$ cat config.mk
export PLATFORM = sky130hd
export DESIGN_NAME = iris_axil_master
export DESIGN_NICKNAME = d
export VERILOG_FILES = /design/src/rtl/iris_axil_master.sv
export SDC_FILE = /design/constraint.sdc
export NUM_CORES = 1
export LEC_CHECK = 0
export BUFFER_PORTS_ARGS = -buffer_cell sky130_fd_sc_hd__clkbuf_2
export CORE_UTILIZATION = 47
export DETAILED_ROUTE_END_ITERATION = 8
export MAX_ROUTING_LAYER = met4
export PLACE_DENSITY_LB_ADDON = 0.05
export REMOVE_ABC_BUFFERS = 1
export SLEW_MARGIN = 20
export SYNTH_ARGS = -nofsm -noshare
export SYNTH_HDL_FRONTEND = slang
export SYNTH_SLANG_ARGS = --single-unit
$ cat constraint.sdc
create_clock -name clk -period 1.9 [get_ports clk]
set_clock_uncertainty 0.15 [all_clocks]
set_input_delay 0.19 -clock clk [delete_from_list [all_inputs] [get_ports clk]]
set_output_delay 0.19 -clock clk [all_outputs]
set_load 0.005 [all_outputs]
$ cat src/rtl/iris_axil_master.sv
// iris_axil_master: single-outstanding core load/store to AXI-Lite bridge.
// A request is accepted in IDLE, issued on AW/W or AR, and its response is
// returned to the core on rsp_valid/rsp_ready before the next is accepted.
// Optional feature macro: IRIS_AXIL_TIMEOUT_EN adds a per-transaction
// watchdog (TIMEOUT_CYCLES) and the sticky tmo_flag output.
module iris_axil_master #(
  parameter int DATA_WIDTH     = 24,
  parameter int ADDR_WIDTH     = 16,
  parameter int TIMEOUT_CYCLES = 255
) (
  input  logic                    clk,
  input  logic                    rst_n,
  input  logic                    req_valid,
  output logic                    req_ready,
  input  logic                    req_we,
  input  logic [ADDR_WIDTH-1:0]   req_addr,
  input  logic [DATA_WIDTH-1:0]   req_wdata,
  input  logic [DATA_WIDTH/8-1:0] req_be,
  output logic                    rsp_valid,
  input  logic                    rsp_ready,
  output logic [DATA_WIDTH-1:0]   rsp_rdata,
  output logic                    rsp_err,
  output logic                    axi_awvalid,
  input  logic                    axi_awready,
  output logic [ADDR_WIDTH-1:0]   axi_awaddr,
  output logic [2:0]              axi_awprot,
  output logic                    axi_wvalid,
  input  logic                    axi_wready,
  output logic [DATA_WIDTH-1:0]   axi_wdata,
  output logic [DATA_WIDTH/8-1:0] axi_wstrb,
  input  logic                    axi_bvalid,
  output logic                    axi_bready,
  input  logic [1:0]              axi_bresp,
  output logic                    axi_arvalid,
  input  logic                    axi_arready,
  output logic [ADDR_WIDTH-1:0]   axi_araddr,
  output logic [2:0]              axi_arprot,
  input  logic                    axi_rvalid,
  output logic                    axi_rready,
  input  logic [DATA_WIDTH-1:0]   axi_rdata,
  input  logic [1:0]              axi_rresp
`ifdef IRIS_AXIL_TIMEOUT_EN
  ,
  output logic                    tmo_flag
`endif
);

  localparam int SW = DATA_WIDTH / 8;

  typedef enum logic [2:0] {IDLE, WR_REQ, WR_RESP, RD_REQ, RD_DATA, RSP} state_t;

  state_t                state;
  logic [ADDR_WIDTH-1:0] addr_q;
  logic [DATA_WIDTH-1:0] wdata_q;
  logic [SW-1:0]         strb_q;
  logic                  aw_done, w_done;
  logic                  aw_hs, w_hs, aw_fin, w_fin;

  // Only the error bit of the AXI response codes is reported to the core.
  logic unused_resp;
  assign unused_resp = ^{axi_bresp[0], axi_rresp[0]};

  assign req_ready  = (state == IDLE);
  assign axi_awaddr = addr_q;
  assign axi_araddr = addr_q;
  assign axi_wdata  = wdata_q;
  assign axi_wstrb  = strb_q;
  assign axi_awprot = 3'b000;
  assign axi_arprot = 3'b000;

  // AW and W complete independently; a channel is finished once its
  // handshake happened now or in an earlier cycle.
  assign aw_hs  = axi_awvalid & axi_awready;
  assign w_hs   = axi_wvalid & axi_wready;
  assign aw_fin = aw_done | aw_hs;
  assign w_fin  = w_done | w_hs;

`ifdef IRIS_AXIL_TIMEOUT_EN
  localparam int CW = $clog2(TIMEOUT_CYCLES + 1);

  logic [CW-1:0] tmo_cnt;
  logic          waiting, advance, tmo_fire;

  assign waiting  = (state == WR_REQ) || (state == WR_RESP) ||
                    (state == RD_REQ) || (state == RD_DATA);
  // A transaction that makes its final handshake in the limit cycle wins
  // over the watchdog so the slave is never left with a dangling beat.
  assign advance  = ((state == WR_REQ)  && aw_fin && w_fin) ||
                    ((state == WR_RESP) && axi_bvalid) ||
                    ((state == RD_REQ)  && axi_arready) ||
                    ((state == RD_DATA) && axi_rvalid);
  assign tmo_fire = waiting && !advance && (tmo_cnt == CW'(TIMEOUT_CYCLES - 1));

  // Watchdog: cleared while idle (so it starts at zero on entry to a
  // request state) and counts every cycle spent waiting on the slave.
  always_ff @(posedge clk or negedge rst_n) begin
    if (!rst_n)          tmo_cnt <= '0;
    else if (!waiting)   tmo_cnt <= '0;
    else if (!tmo_fire)  tmo_cnt <= tmo_cnt + 1'b1;
  end
`endif

  // Transaction FSM with registered AXI and response outputs.
  always_ff @(posedge clk or negedge rst_n) begin
    if (!rst_n) begin
      state       <= IDLE;
      addr_q      <= '0;
      wdata_q     <= '0;
      strb_q      <= '0;
      aw_done     <= 1'b0;
      w_done      <= 1'b0;
      axi_awvalid <= 1'b0;
      axi_wvalid  <= 1'b0;
      axi_bready  <= 1'b0;
      axi_arvalid <= 1'b0;
      axi_rready  <= 1'b0;
      rsp_valid   <= 1'b0;
      rsp_rdata   <= '0;
      rsp_err     <= 1'b0;
`ifdef IRIS_AXIL_TIMEOUT_EN
      tmo_flag    <= 1'b0;
`endif
    end else begin
      case (state)
        IDLE: begin
          if (req_valid) begin
            addr_q  <= req_addr;
            wdata_q <= req_wdata;
            strb_q  <= req_be;
            if (req_we) begin
              axi_awvalid <= 1'b1;
              axi_wvalid  <= 1'b1;
              state       <= WR_REQ;
            end else begin
              axi_arvalid <= 1'b1;
              state       <= RD_REQ;
            end
          end
        end
        WR_REQ: begin
          if (aw_hs) axi_awvalid <= 1'b0;
          if (w_hs)  axi_wvalid  <= 1'b0;
          if (aw_fin && w_fin) begin
            aw_done    <= 1'b0;
            w_done     <= 1'b0;
            axi_bready <= 1'b1;
            state      <= WR_RESP;
          end else begin
            aw_done <= aw_fin;
            w_done  <= w_fin;
          end
        end
        WR_RESP: begin
          if (axi_bvalid) begin
            axi_bready <= 1'b0;
            rsp_rdata  <= '0;
            rsp_err    <= axi_bresp[1];
            rsp_valid  <= 1'b1;
            state      <= RSP;
          end
        end
        RD_REQ: begin
          if (axi_arready) begin
            axi_arvalid <= 1'b0;
            axi_rready  <= 1'b1;
            state       <= RD_DATA;
          end
        end
        RD_DATA: begin
          if (axi_rvalid) begin
            axi_rready <= 1'b0;
            rsp_rdata  <= axi_rdata;
            rsp_err    <= axi_rresp[1];
            rsp_valid  <= 1'b1;
            state      <= RSP;
          end
        end
        RSP: begin
          if (rsp_ready) begin
            rsp_valid <= 1'b0;
            state     <= IDLE;
          end
        end
        default: state <= IDLE;
      endcase
`ifdef IRIS_AXIL_TIMEOUT_EN
      // Abandon the slave and report an error response to the core.
      if (tmo_fire) begin
        axi_awvalid <= 1'b0;
        axi_wvalid  <= 1'b0;
        axi_bready  <= 1'b0;
        axi_arvalid <= 1'b0;
        axi_rready  <= 1'b0;
        aw_done     <= 1'b0;
        w_done      <= 1'b0;
        rsp_rdata   <= '0;
        rsp_err     <= 1'b1;
        rsp_valid   <= 1'b1;
        tmo_flag    <= 1'b1;
        state       <= RSP;
      end
`endif
    end
  end

endmodule

# [Word-level counts from Yosys, hierarchy flattened]
# Index checks and enable logic that the tools add are counted.
[classes] n_eq_ne=15 mux=36 n_bitwise=4 reduce_logical=17
[ops] cell="two-way mux 24 bit" n=2
[ops] cell="case mux 24 bit (2 select lines)" n=1
[ops] cell="two-way mux 1 bit" n=18
[ops] cell="two-way mux 3 bit" n=6
[ops] cell="!= test 2 bit (second input constant)" n=9
[ops] cell="case mux 3 bit (6 select lines)" n=1
[ops] cell="AND reduction 4 bit" n=4
[ops] cell="case mux 1 bit (2 select lines)" n=6
[ops] cell="nonzero test 2 bit" n=5
[ops] cell="AND reduction 3 bit" n=3
[ops] cell="equality test 3 x 2 -> 1 bit (second input constant)" n=2
[ops] cell="equality test 3 bit (second input constant)" n=2
[ops] cell="AND reduction 6 bit" n=1
[ops] cell="equality test 3 x 1 -> 1 bit (second input constant)" n=1
[ops] cell="logical NOT 3 bit" n=1
[ops] cell="case mux 1 bit (3 select lines)" n=1
[ops] cell="nonzero test 3 bit" n=1
[ops] cell="AND 1 bit" n=2
[ops] cell="two-way mux 2 bit" n=1
[ops] cell="!= test 2 x 1 -> 1 bit (second input constant)" n=1
[ops] cell="bitwise OR 1 bit" n=2
[ops] cell="AND reduction 2 bit" n=1
[ops] cell="logical AND 1 bit" n=1
[word_totals] regBits=79 input_bits=81 out_inout_bits=97 elab_cells=86

# [Depth between registers and ports, before layout]
# Gate-level depths: netlist of run 1.
[logic_depth] word_depth=5 depth_mapped=6 mapped_depth_nobuf=3

# [Worst setup path after synthesis of run 1]
# OpenSTA, ideal clock, no wires.
[synth_timing] path_type="register -> register" from="reg state[0]" to="reg addr_q[0] (netlist: axi_araddr[0])" setup_ns=0.125 t_arrival_ns=1.414 required_time_ns=1.625 setup_slack_ns=0.210 stages_incl_launch_ff=7 n_path_buf=3 period_less_slack_ns=1.690 path_cell_list="dfrtp_1 > buf_6 > nor3_4 > and2_1 > buf_6 > buf_12 > mux2_4"
[synth_between] elab_chain_cells=2
[synth_rtl] element="from (decl)" line="52" source="state_t state;"
[synth_rtl] element="from (signal assigned)" line="106" source="state <= IDLE;"
[synth_rtl] element="from (signal assigned)" line="133" source="state <= WR_REQ;"
[synth_rtl] element="from (signal assigned)" line="136" source="state <= RD_REQ;"
[synth_rtl] element="logical NOT 3 bit"
[synth_rtl] element="named net req_ready" line="14" source="output logic req_ready,"
[synth_rtl] element="AND reduction 2 bit (no line)"
[synth_rtl] element="to (signal assigned)" line="127" source="addr_q <= req_addr;"
[synth_rtl] element="to (decl)" line="53" source="logic [ADDR_WIDTH-1:0] addr_q;"
# The timed path passes the listed nets, and every way through them passes these cells.
# A chain may end at the register's enable or synchronous reset.

# [Worst setup path in the final report of run 1]
[layout_timing] from="reg state[1]" to="reg rsp_rdata[5]"
[layout_between] elab_chain_cells=3 word_cells_on_any_way=7 classes_between="4 x eq/ne; 1 x mux; 2 x reduce/logical"
[layout_rtl] element="equality test 3 bit / equality test 3 x 2 -> 1 bit (equally long branches)" line="124" source="case (state)"
[layout_rtl] element="!= test 2 bit (no line) / nonzero test 2 bit (equally long branches)"
[layout_rtl] element="AND reduction 3 bit (no line)"
[layout_rtl] element="to (signal assigned)" line="172" source="rsp_rdata <= axi_rdata;"
[layout_rtl] element="to (decl)" line="21" source="output logic [DATA_WIDTH-1:0] rsp_rdata,"
# Parallel ways exist; a longest one is shown, timed or not.

==> impl_metrics.yaml, run 1 <==
floorplan:
  die_w_microns: 91.3
  die_area_sq_um: 8330
  io-pin-count: 178
  core-area_sq_um: 7730
  start_util_pct: 48.5
  row_count: 32
  die_h_microns: 91.3
drt:
  avgRoutedWirePerCell_microns: 14.3
  drtIter0Drc: 110
  drtPass1Iterations: 4
  viasPerCell: 4.68
  ant_nets: 0
  wl_microns: 8990
  drc_errors: 0
  vias: 2941
cells_and_area:
  final_common_cell: "clkbuf_2"
  diodes: 0
  layoutNonFillerInstCount: 628
  multi_input_area_sq_um: 1360
  final_cell_mix: "168 x clkbuf_2, 79 x dfrtp_1, 71 x dlygate4sd3_1, 40 x mux2_4, 31 x nand2_1"
  regArea_sq_um: 1980
  fillCellCount: 557
  areaGrowthSynthToFinish_pct: 46.5
  drive_gt1_share_pct: 46.8
  fin_nets: 602
setup_path:
  endpoint_kind: "register"
  r2r_start: "state[1]$_DFFE_PN0P_"
  worstPathArrival_ns: 1.90
  critical_path.startpoint_type: "register"
  crit_path_top_delay_cell: "dfrtp_1"
  cp_max_fo: 13
  rr_worst_depth: 4
  cp_cell_sequence: "nand3b_1, a21oi_4, buf_4, mux2i_1"
  r2r-end: "rsp_rdata[5]$_DFFE_PN0P_"
  worstPathRequired_ns: 2.01
  rrSetupSlack_ns: 0.11
  critical-path-max-stage-delay_ns: 0.50
  crit_type: "register to register"
synth:
  yosysSeqAreaShare_pct: 52.8
  yosysTopAreaCellShare_pct: 52.8
  synthAdderAreaFrac_pct: 0
  ys_ff_latch: 79
  synth_simple_gate_area_share_pct: 7.02
  synth-xor-area-share_pct: 0
  syn_inst: 287
  synth.distinct_cells: 36
  yosysTopAreaCell: "dfrtp_1"
  synth_compound_gate_area_share_pct: 4.21
  postSynthAreaPerCell_sq_um: 13.0
  synth_top_family_by_area: "multiplexers"
  synth.top_cells.by_area: "dfrtp_1 53%, mux2_4 16%, mux2i_1 6.7%, buf_4 4.6%, nand2_1 3.1%"
  ys_warn_count: 0
  synth_area_sq_um: 3740
  synth.area.mux_share_pct: 24.5
power:
  powerDensity_nw_per_um2: 1480
  peakVddDrop_uv: 796
  power_uw: 8120
  leakagePower_uw: 0.00273
cts:
  tritoncts: "yes"
  numCtsBuffers: 9
  cts_root_buffer: "clkbuf_8"
  clk_pin_slew_ns: 0.08
  post_cts_buffers: 0
  clk_latency_ns: 0.34
  htreeDepth: 3
  numClockSinks: 79
  cts_resized: 0
  cts.path.max_buffers: 2
grt:
  grt_pass1_wl_microns: 14400
  grt_use_total_pct: 23.1
  grt_pass1_vias: 2906
  grt_max_degree: 42
  grt_overflow: 0
  antenna_found_initial: 0
job:
  drv_cap: 0
timing:
  min_period_ns: 1.79
  setup_viol: 0
  setup_tns_ns: 0
  rsz0062_at_grt: "false"
  slew_violations: 0
  period_share_pct: 94.1
  final-hold-violation-count: 0
  fmax_ghz: 0.559
placement:
  gp_congestion: 0.777
  hpwlAfterDp_microns: 5920
  placedCellCount: 541
  portBuffers: 169
run_status:
  status: "finished, final reports clean"
worst_hold_path:
  min_from: "axi_rresp[1]"
  holdCritPathClass: "input port to register"
  hold_end: "rsp_err$_DFFE_PN0P_"
  hold_path_depth: 3
## cell type report
| cell class | instances | area share, % |
|---|---|---|
| clock inverters | 6 | 1.53 |
| inverters | 26 | 1.78 |
| multi-input cells | 151 | 24.8 |
| flip-flops and latches | 79 | 36.0 |
| well taps | 102 | 2.33 |
| clock buffers | 10 | 2.51 |
| repair buffers | 254 | 31.0 |
## worst max-delay path: cells and delay by family, from the launching register on
family,cells,cell delay [ns]
compound gates,1,0.26
buf+inv,1,0.29
flops,1,0.50
mux,1,0.24
simple gates,1,0.26
## layer usage
| layer | share of wire [%] | vias up | track usage (%) | wire, microns |
|---|---|---|---|---|
| li1 | - | 1390 | - | - |
| met1 | 43 | 1438 | 27.8 | 3830 |
| met4 | 1.6 | 0 | 9.26 | 146 |
| met3 | 4.1 | 14 | 3.60 | 365 |
| met2 | 52 | 99 | 39.0 | 4640 |
| met5 | 0 | - | - | 0 |
## cell usage after synthesis
library cell	number
dfrtp_1	79
mux2_4	40
nand2_1	31
inv_1	26
mux2i_1	25
buf_4	23
a31oi_1	6
nor2_1	6
buf_6	5
buf_12	4
mux2_1	4
o21ai_0	4
a21oi_1	3
buf_2	3
mux2_2	2
nand3b_1	2
nor2b_1	2
o211ai_1	2
o2bb2ai_1	2
or3_1	2
a21oi_4	1
and2_1	1
clkbuf_1	1
conb_1	1
nand2b_1	1
nor3_4	1
nor3b_1	1
nor3b_2	1
nor3b_4	1
o21ai_1	1
o221ai_1	1
o22ai_1	1
o311ai_1	1
o31ai_1	1
or2b_1	1
or3b_1	1
## report_power, final
group          leakage (uW)  switching, uW  internal (uW)  total (uW)
logic               0.00164           1500           2140        3630
registers          0.000972            574           2530        3100
clock network      0.000116            612            771        1380
## flip-flops by register name (all words and copies together), names as in the netlist
| signal | cells |
|---|---|
| axi_awvalid | 1 |
| axi_wstrb | 3 |
| state | 3 |
| rsp_rdata | 24 |
| axi_bready | 1 |
| rsp_valid | 1 |
| axi_arvalid | 1 |
| aw_done | 1 |
| axi_wdata | 24 |
| rsp_err | 1 |
| axi_araddr | 16 |
| w_done | 1 |
| axi_wvalid | 1 |
| axi_rready | 1 |
## logic make-up (layout without fill, tap and decap cells)
kind of cell	Yosys count	in the layout
AO/OA/AOI/OAI	23	23
buffers and inverters	62	296
flip-flops	79	79
multiplexers	71	71
other	1	6
AND/OR/NAND/NOR	51	51
## per-stage QoR
step                      hold slack [ns]  util, %  setup WS, ns  cell area [sq um]
after floorplan                    -0.256        -         -1.17               3440
after global placement            -0.0757     59.0         0.181               4560
after detailed placement          -0.0676     59.0         0.120               4560
after CTS                          0.0133     71.0        0.0970               5490
after global routing               0.0330     71.0        0.0139               5490
final                              0.0362     71.0         0.112               5490
## repair_timing
action                                 4_1_cts  5_1_grt
setup endpoints to repair                    0        0
hold buffers                                71        0
endpoints found under the hold margin      152        0
## worst max path at each step
stage	slack, ns	startpoint	to	depth (start not counted)
2_1_floorplan	-1.17	state[0]$_DFFE_PN0P_	axi_wdata[15]$_DFFE_PN0P_	3
3_3_place_gp	0.18	state[2]$_DFFE_PN0P_	axi_wdata[17]$_DFFE_PN0P_	4
3_5_place_dp	0.12	state[1]$_DFFE_PN0P_	rsp_rdata[21]$_DFFE_PN0P_	4
4_1_cts	0.1	state[1]$_DFFE_PN0P_	rsp_rdata[21]$_DFFE_PN0P_	4
5_1_grt	0.01	state[1]$_DFFE_PN0P_	rsp_rdata[21]$_DFFE_PN0P_	4
6_report	0.11	state[1]$_DFFE_PN0P_	rsp_rdata[5]$_DFFE_PN0P_	4
(Power assumes the default switching activity.)
==> inputs of run 2 (changes only) <==
--- a/config.mk
+++ b/config.mk
@@ -5,8 +5,9 @@
 export SDC_FILE = /design/constraint.sdc
 export NUM_CORES = 1
 export LEC_CHECK = 0
+export ABC_AREA = 1
 export BUFFER_PORTS_ARGS = -buffer_cell sky130_fd_sc_hd__clkbuf_2
-export CORE_UTILIZATION = 47
+export CORE_UTILIZATION = 45
 export DETAILED_ROUTE_END_ITERATION = 8
 export MAX_ROUTING_LAYER = met4
 export PLACE_DENSITY_LB_ADDON = 0.05
==> run 2 against run 1 <==
  * Global-route usage up 0.27 points
  * Synthesized cell count up 42%
  * Sequential power down 5%
  * Via count up 12%
  * Critical path depth up 2
  * Clock power down 23%
  * Combinational power down 18%
  * Sequential share of layout area up 2.9 points
  * Die area down 4.7%
  * Register-to-register slack better by 0.02 ns
  * Largest cell class unchanged
  * Clock-buffer cell count unchanged
==> impl_metrics.yaml, run 2 <==
run_status:
  status: "finished, final reports clean"
placement:
  hpwlAfterDp_microns: 5760
  gp_congestion: 0.799
  portBuffers: 169
synth:
  netlist_top_cells_count: "214 x nand2_1, 79 x dfrtp_1, 26 x buf_4, 25 x o21ai_1"
  ys_ff_latch: 79
  synth.top_cells.by_area: "dfrtp_1 58%, nand2_1 24%, buf_4 5.7%, o21ai_1 3.7%, buf_2 1.9%"
  synthFlopType: "dfrtp_1"
  synth_area_sq_um: 3410
  synth-async-reset-ratio_pct: 100
  yosysTopAreaCellShare_pct: 57.9
  postSynthAreaPerCell_sq_um: 8.39
  synth.distinct_cells: 20
  synth_edf_count: 0
  ys_warn_count: 0
  yosysSeqAreaShare_pct: 57.9
  yosysTopAreaCell: "dfrtp_1"
  syn_inst: 407
  yosysMostFrequentCell: "nand2_1"
grt:
  grt_use_total_pct: 23.4
  grt_pass1_vias: 2994
  grt_pass1_wl_microns: 13600
  antenna_found_initial: 0
  grt_max_degree: 52
  grt_overflow: 0
drt:
  avgRoutedWirePerCell_microns: 12.1
  drtPass1Iterations: 4
  drtIter0Drc: 132
  drc_errors: 0
  wl_microns: 8830
  viasPerCell: 4.53
  ant_nets: 0
  vias: 3308
cells_and_area:
  final_cell_mix: "214 x nand2_1, 168 x clkbuf_2, 79 x dfrtp_1, 71 x dlygate4sd3_1, 25 x o21ai_1"
  diodes: 0
  final_common_cell: "nand2_1"
  fillCellCount: 603
  regArea_sq_um: 1980
  post-route-util_pct: 69.7
  multi_input_area_sq_um: 1130
  fin_nets: 710
  areaGrowthSynthToFinish_pct: 48.8
  drive_gt1_share_pct: 31.2
power:
  peakVddDrop_uv: 752
  powerDensity_nw_per_um2: 1370
  leakagePower_uw: 0.00286
  power_uw: 6950
setup_path:
  crit_type: "register to register"
  worstPathRequired_ns: 2.02
  r2r-end: "axi_araddr[3]$_DFFE_PN0P_"
  critical_path.startpoint_type: "register"
  rrSetupSlack_ns: 0.13
  endpoint_kind: "register"
  r2r_start: "state[2]$_DFFE_PN0P_"
  cp_max_fo: 31
  rr_worst_depth: 6
  worstPathArrival_ns: 1.89
floorplan:
  die_h_microns: 89.1
  row_count: 31
  die_area_sq_um: 7940
  io-pin-count: 178
  start_util_pct: 46.8
  core-area_sq_um: 7290
  die_w_microns: 89.1
cts:
  tritoncts: "yes"
  cts_root_buffer: "clkbuf_8"
  htreeDepth: 3
  cts.path.max_buffers: 2
  numCtsBuffers: 9
  numClockSinks: 79
  clk_pin_slew_ns: 0.08
  clk_latency_ns: 0.34
timing:
  fmax_ghz: 0.564
  final-hold-violation-count: 0
  rsz0062_at_grt: "false"
  min_period_ns: 1.77
  period_share_pct: 93.3
  slew_violations: 0
  setup_viol: 0
job:
  drv_cap: 0
worst_hold_path:
  hold_end: "rsp_err$_DFFE_PN0P_"
  holdCritPathClass: "input port to register"
  hold_path_depth: 3
  min_from: "axi_bresp[1]"
[run 2: final cells by class]
cell class / count / area share, %
sequential: 79 / 38.9
clock inverter: 4 / 0.468
clock buffer: 10 / 2.71
multi-input combinational: 277 / 22.3
inverter: 17 / 1.30
timing repair buffer: 245 / 31.9
tap: 99 / 2.44
[run 2: worst max-delay path by stage]
stage | startpoint | endpoint | slack [ns] | cells past startpoint
floorplan | state[2]$_DFFE_PN0P_ | axi_araddr[0]$_DFFE_PN0P_ | -0.21 | 6
finish | state[2]$_DFFE_PN0P_ | axi_araddr[3]$_DFFE_PN0P_ | 0.13 | 6
global placement | state[2]$_DFFE_PN0P_ | axi_wdata[20]$_DFFE_PN0P_ | 0.13 | 6
detailed placement | state[2]$_DFFE_PN0P_ | axi_wdata[22]$_DFFE_PN0P_ | 0.09 | 6
global route | state[2]$_DFFE_PN0P_ | axi_araddr[3]$_DFFE_PN0P_ | 0.002 | 6
CTS | state[2]$_DFFE_PN0P_ | axi_wdata[9]$_DFFE_PN0P_ | 0.09 | 6
[run 2: power by group]
group          switching [uW]  total, uW  internal (uW)
clock                     565       1060            491
sequential                500       2930           2430
combinational            1680       2960           1290
total                    2740       6950           4210
[run 2: cells by family (layout without fill, tap and decap cells)]
| group | Yosys count | in the layout | synth area share, % |
|---|---|---|---|
| simple gates | 232 | 232 | 26.6 |
| flops | 79 | 79 | 57.9 |
| buf+inv | 56 | 276 | 9.49 |
| compound gates | 39 | 39 | 5.90 |
| other cells | 1 | 6 | 0.110 |
[run 2: through the flow]
step	instances	area [sq um]	TNS, ns	hold WS [ns]	setup WS [ns]
floorplan	373	3170	-10.69	-0.256	-0.214
global placement	646	4210	0	-0.0702	0.126
global route	731	5080	0	0.0249	0.00178
finish	731	5080	0	0.0142	0.128
CTS	731	5080	0	0.00550	0.0880
detailed placement	646	4210	0	-0.0626	0.0913
[run 2: worst max-delay path, stage by stage, from the launching register on]
cell and delay (ns):
dfrtp_1 0.50, nor2_2 0.21, nand2_1 0.15, nor2_4 0.16
buf_4 0.33, nand2_1 0.10, nand2_1 0.10
[run 2: repair_timing]
| item | CTS | global route |
|---|---|---|
| hold buffers | 71 | 0 |
| setup buffers | 0 | 0 |
| hold endpoints to repair | 148 | 0 |
| setup endpoints to repair | 0 | 43 |
| resized for setup | 0 | 2 |
[run 2: per-layer routing]
| layer | GRT usage (%) | part of all wire [%] |
|---|---|---|
| met1 | 28.2 | 43 |
| met4 | 9.81 | 1.5 |
| met2 | 38.9 | 49 |
| met5 | - | 0 |
| met3 | 4.16 | 6.4 |
==> inputs of run 3 (changes only) <==
--- a/config.mk
+++ b/config.mk
@@ -7,7 +7,8 @@
 export LEC_CHECK = 0
 export ABC_AREA = 1
 export BUFFER_PORTS_ARGS = -buffer_cell sky130_fd_sc_hd__clkbuf_2
-export CORE_UTILIZATION = 45
+export CORE_UTILIZATION = 47
+export CTS_BUF_LIST = sky130_fd_sc_hd__clkbuf_8
 export DETAILED_ROUTE_END_ITERATION = 8
 export MAX_ROUTING_LAYER = met4
 export PLACE_DENSITY_LB_ADDON = 0.05
==> run 3 against run 2 <==
  * Sequential cell count unchanged
  * Die area shrank 4.2%
  * Sequential power hardly changed
  * Critical path type unchanged
==> impl_metrics.yaml, run 3 (synthesis gave the netlist of run 2 again) <==
cells_and_area:
  drive_gt1_share_pct: 31.2
  fillCellCount: 557
  areaGrowthSynthToFinish_pct: 49.7
  final_common_cell: "nand2_1"
  fin_area_sq_um: 5110
  final_cell_mix: "214 x nand2_1, 168 x clkbuf_2, 79 x dfrtp_1, 72 x dlygate4sd3_1, 25 x o21ai_1"
  fin_nets: 712
  diodes: 0
drt:
  viasPerCell: 4.57
  drc_errors: 0
  ant_nets: 0
  drtIter0Drc: 131
  avgRoutedWirePerCell_microns: 12.4
  drtPass1Iterations: 4
  vias: 3341
  wl_microns: 9030
setup_path:
  worstPathRequired_ns: 2.02
  crit_path_top_delay_cell: "dfrtp_1"
  endpoint_kind: "register"
  critical-path-max-stage-delay_ns: 0.50
  crit_top_cell: "nand2_1"
  crit_buf_inv: 1
  cp_cell_sequence: "nor2_2, nand2_1, nor2_4, buf_4, nand2_1, nand2_1"
  crit_type: "register to register"
  path_delay_family: "simple AND/OR/NAND/NOR gates"
  cp_max_fo: 27
  worstPathArrival_ns: 1.86
  critical_path.startpoint_type: "register"
power:
  leakagePower_uw: 0.00287
  peakVddDrop_uv: 908
  power_uw: 6980
  powerDensity_nw_per_um2: 1370
timing:
  fmax_ghz: 0.573
  final-hold-violation-count: 0
  slew_violations: 0
  rsz0062_at_grt: "false"
  min_period_ns: 1.74
  worst_pin_slew_ns: 0.519
  period_share_pct: 91.8
  setup_viol: 0
  slew_headroom_pct: 65.4
placement:
  dpl_cell_area_sq_um: 4220
  hpwlAfterDp_microns: 5810
  gp_congestion: 0.815
  portBuffers: 169
grt:
  grt_max_degree: 52
  grt_use_total_pct: 24.9
  grt_overflow: 0
  grt_pass1_vias: 3176
  antenna_found_initial: 0
  grt_pass1_wl_microns: 14200
cts:
  numClockSinks: 79
  post_cts_buffers: 0
  htreeDepth: 3
  numCtsBuffers: 9
  clk_pin_slew_ns: 0.07
  cts_root_buffer: "clkbuf_8"
  cts.path.max_buffers: 2
  tritoncts: "yes"
  clk_latency_ns: 0.33
floorplan:
  die_h_microns: 87.2
  start_util_pct: 49.4
  row_count: 30
  die_w_microns: 87.2
  io-pin-count: 178
  core-area_sq_um: 6910
  die_area_sq_um: 7610
worst_hold_path:
  holdCritPathClass: "input port to register"
run_status:
  status: "finished, final reports clean"
job:
  drv_cap: 0
-- run 3: cell count changes in the layout (fill, tap and decap cells not counted), sizes merged --
cell	change
inv	+1
clkinvlp	+1
clkinv	-1
buf	+1
dlygate4sd3	+1
-- run 3: repair_timing --
| item | CTS | global route |
|---|---|---|
| setup endpoints to repair | 0 | 43 |
| hold buffers | 72 | 0 |
| endpoints found under the hold margin | 107 | 0 |
| gates resized for setup | 0 | 2 |
-- run 3: routing by layer --
layer,vias up,track usage [%],share of wire (%)
met3,8,4.45,6.0
met4,0,8.79,1.3
met5,-,-,0
li1,1678,-,-
met2,117,44.1,51
met1,1538,28.3,42
-- run 3: report_power, final --
group	leakage [uW]	internal [uW]	switching [uW]
clock network	0.0000891	491	553
registers	0.00101	2430	502
logic	0.00177	1310	1690
total	0.00287	4230	2740
-- run 3: metrics by stage --
step                setup WS, ns  hold slack [ns]  TNS [ns]  utilization [%]  instances
floorplan                 -0.214           -0.256    -10.69                -        373
global placement           0.109           0.0559         0             61.2        644
detailed placement        0.0823           0.0518         0             61.2        644
CTS                       0.0708         0.000101         0             74.0        731
global route              0.0343           0.0338         0             74.0        731
finish                     0.155          0.00973         0             74.0        731
-- run 3: layout make-up --
class	instances	area, sq um	share of cell area [%]
Sequential cell	79	1980	38.7
Timing Repair Buffer	247	1650	32.3
Multi-Input combinational cell	277	1130	22.2
Clock buffer	10	138	2.69
Tap cell	96	120	2.35
Inverter	17	66.3	1.30
Clock inverter	5	26.3	0.514
-- run 3: worst register-to-register path, stage by stage (launching register included) --
cell,delay (ns)
dfrtp_1,0.50
nor2_2,0.22
nand2_1,0.14
nor2_4,0.16
buf_4,0.31
nand2_1,0.11
nand2_1,0.09
-- run 3: final timing paths --
path / startpoint / cells past startpoint / slack (ns) / endpoint
worst max-delay path: state[2]$_DFFE_PN0P_ / 6 / 0.16 / axi_wdata[18]$_DFFE_PN0P_
worst min-delay path: axi_arready / 4 / 0.01 / axi_arvalid$_DFFE_PN0P_
worst max register to register: state[2]$_DFFE_PN0P_ / 6 / 0.16 / axi_wdata[18]$_DFFE_PN0P_
worst min register to register: axi_wdata[7]$_DFFE_PN0P_ / 2 / 0.32 / axi_wdata[7]$_DFFE_PN0P_
max in group asynchronous: rst_n / 3 / 0.78 / axi_wdata[19]$_DFFE_PN0P_
min in group asynchronous: rst_n / 2 / 0.23 / axi_araddr[3]$_DFFE_PN0P_
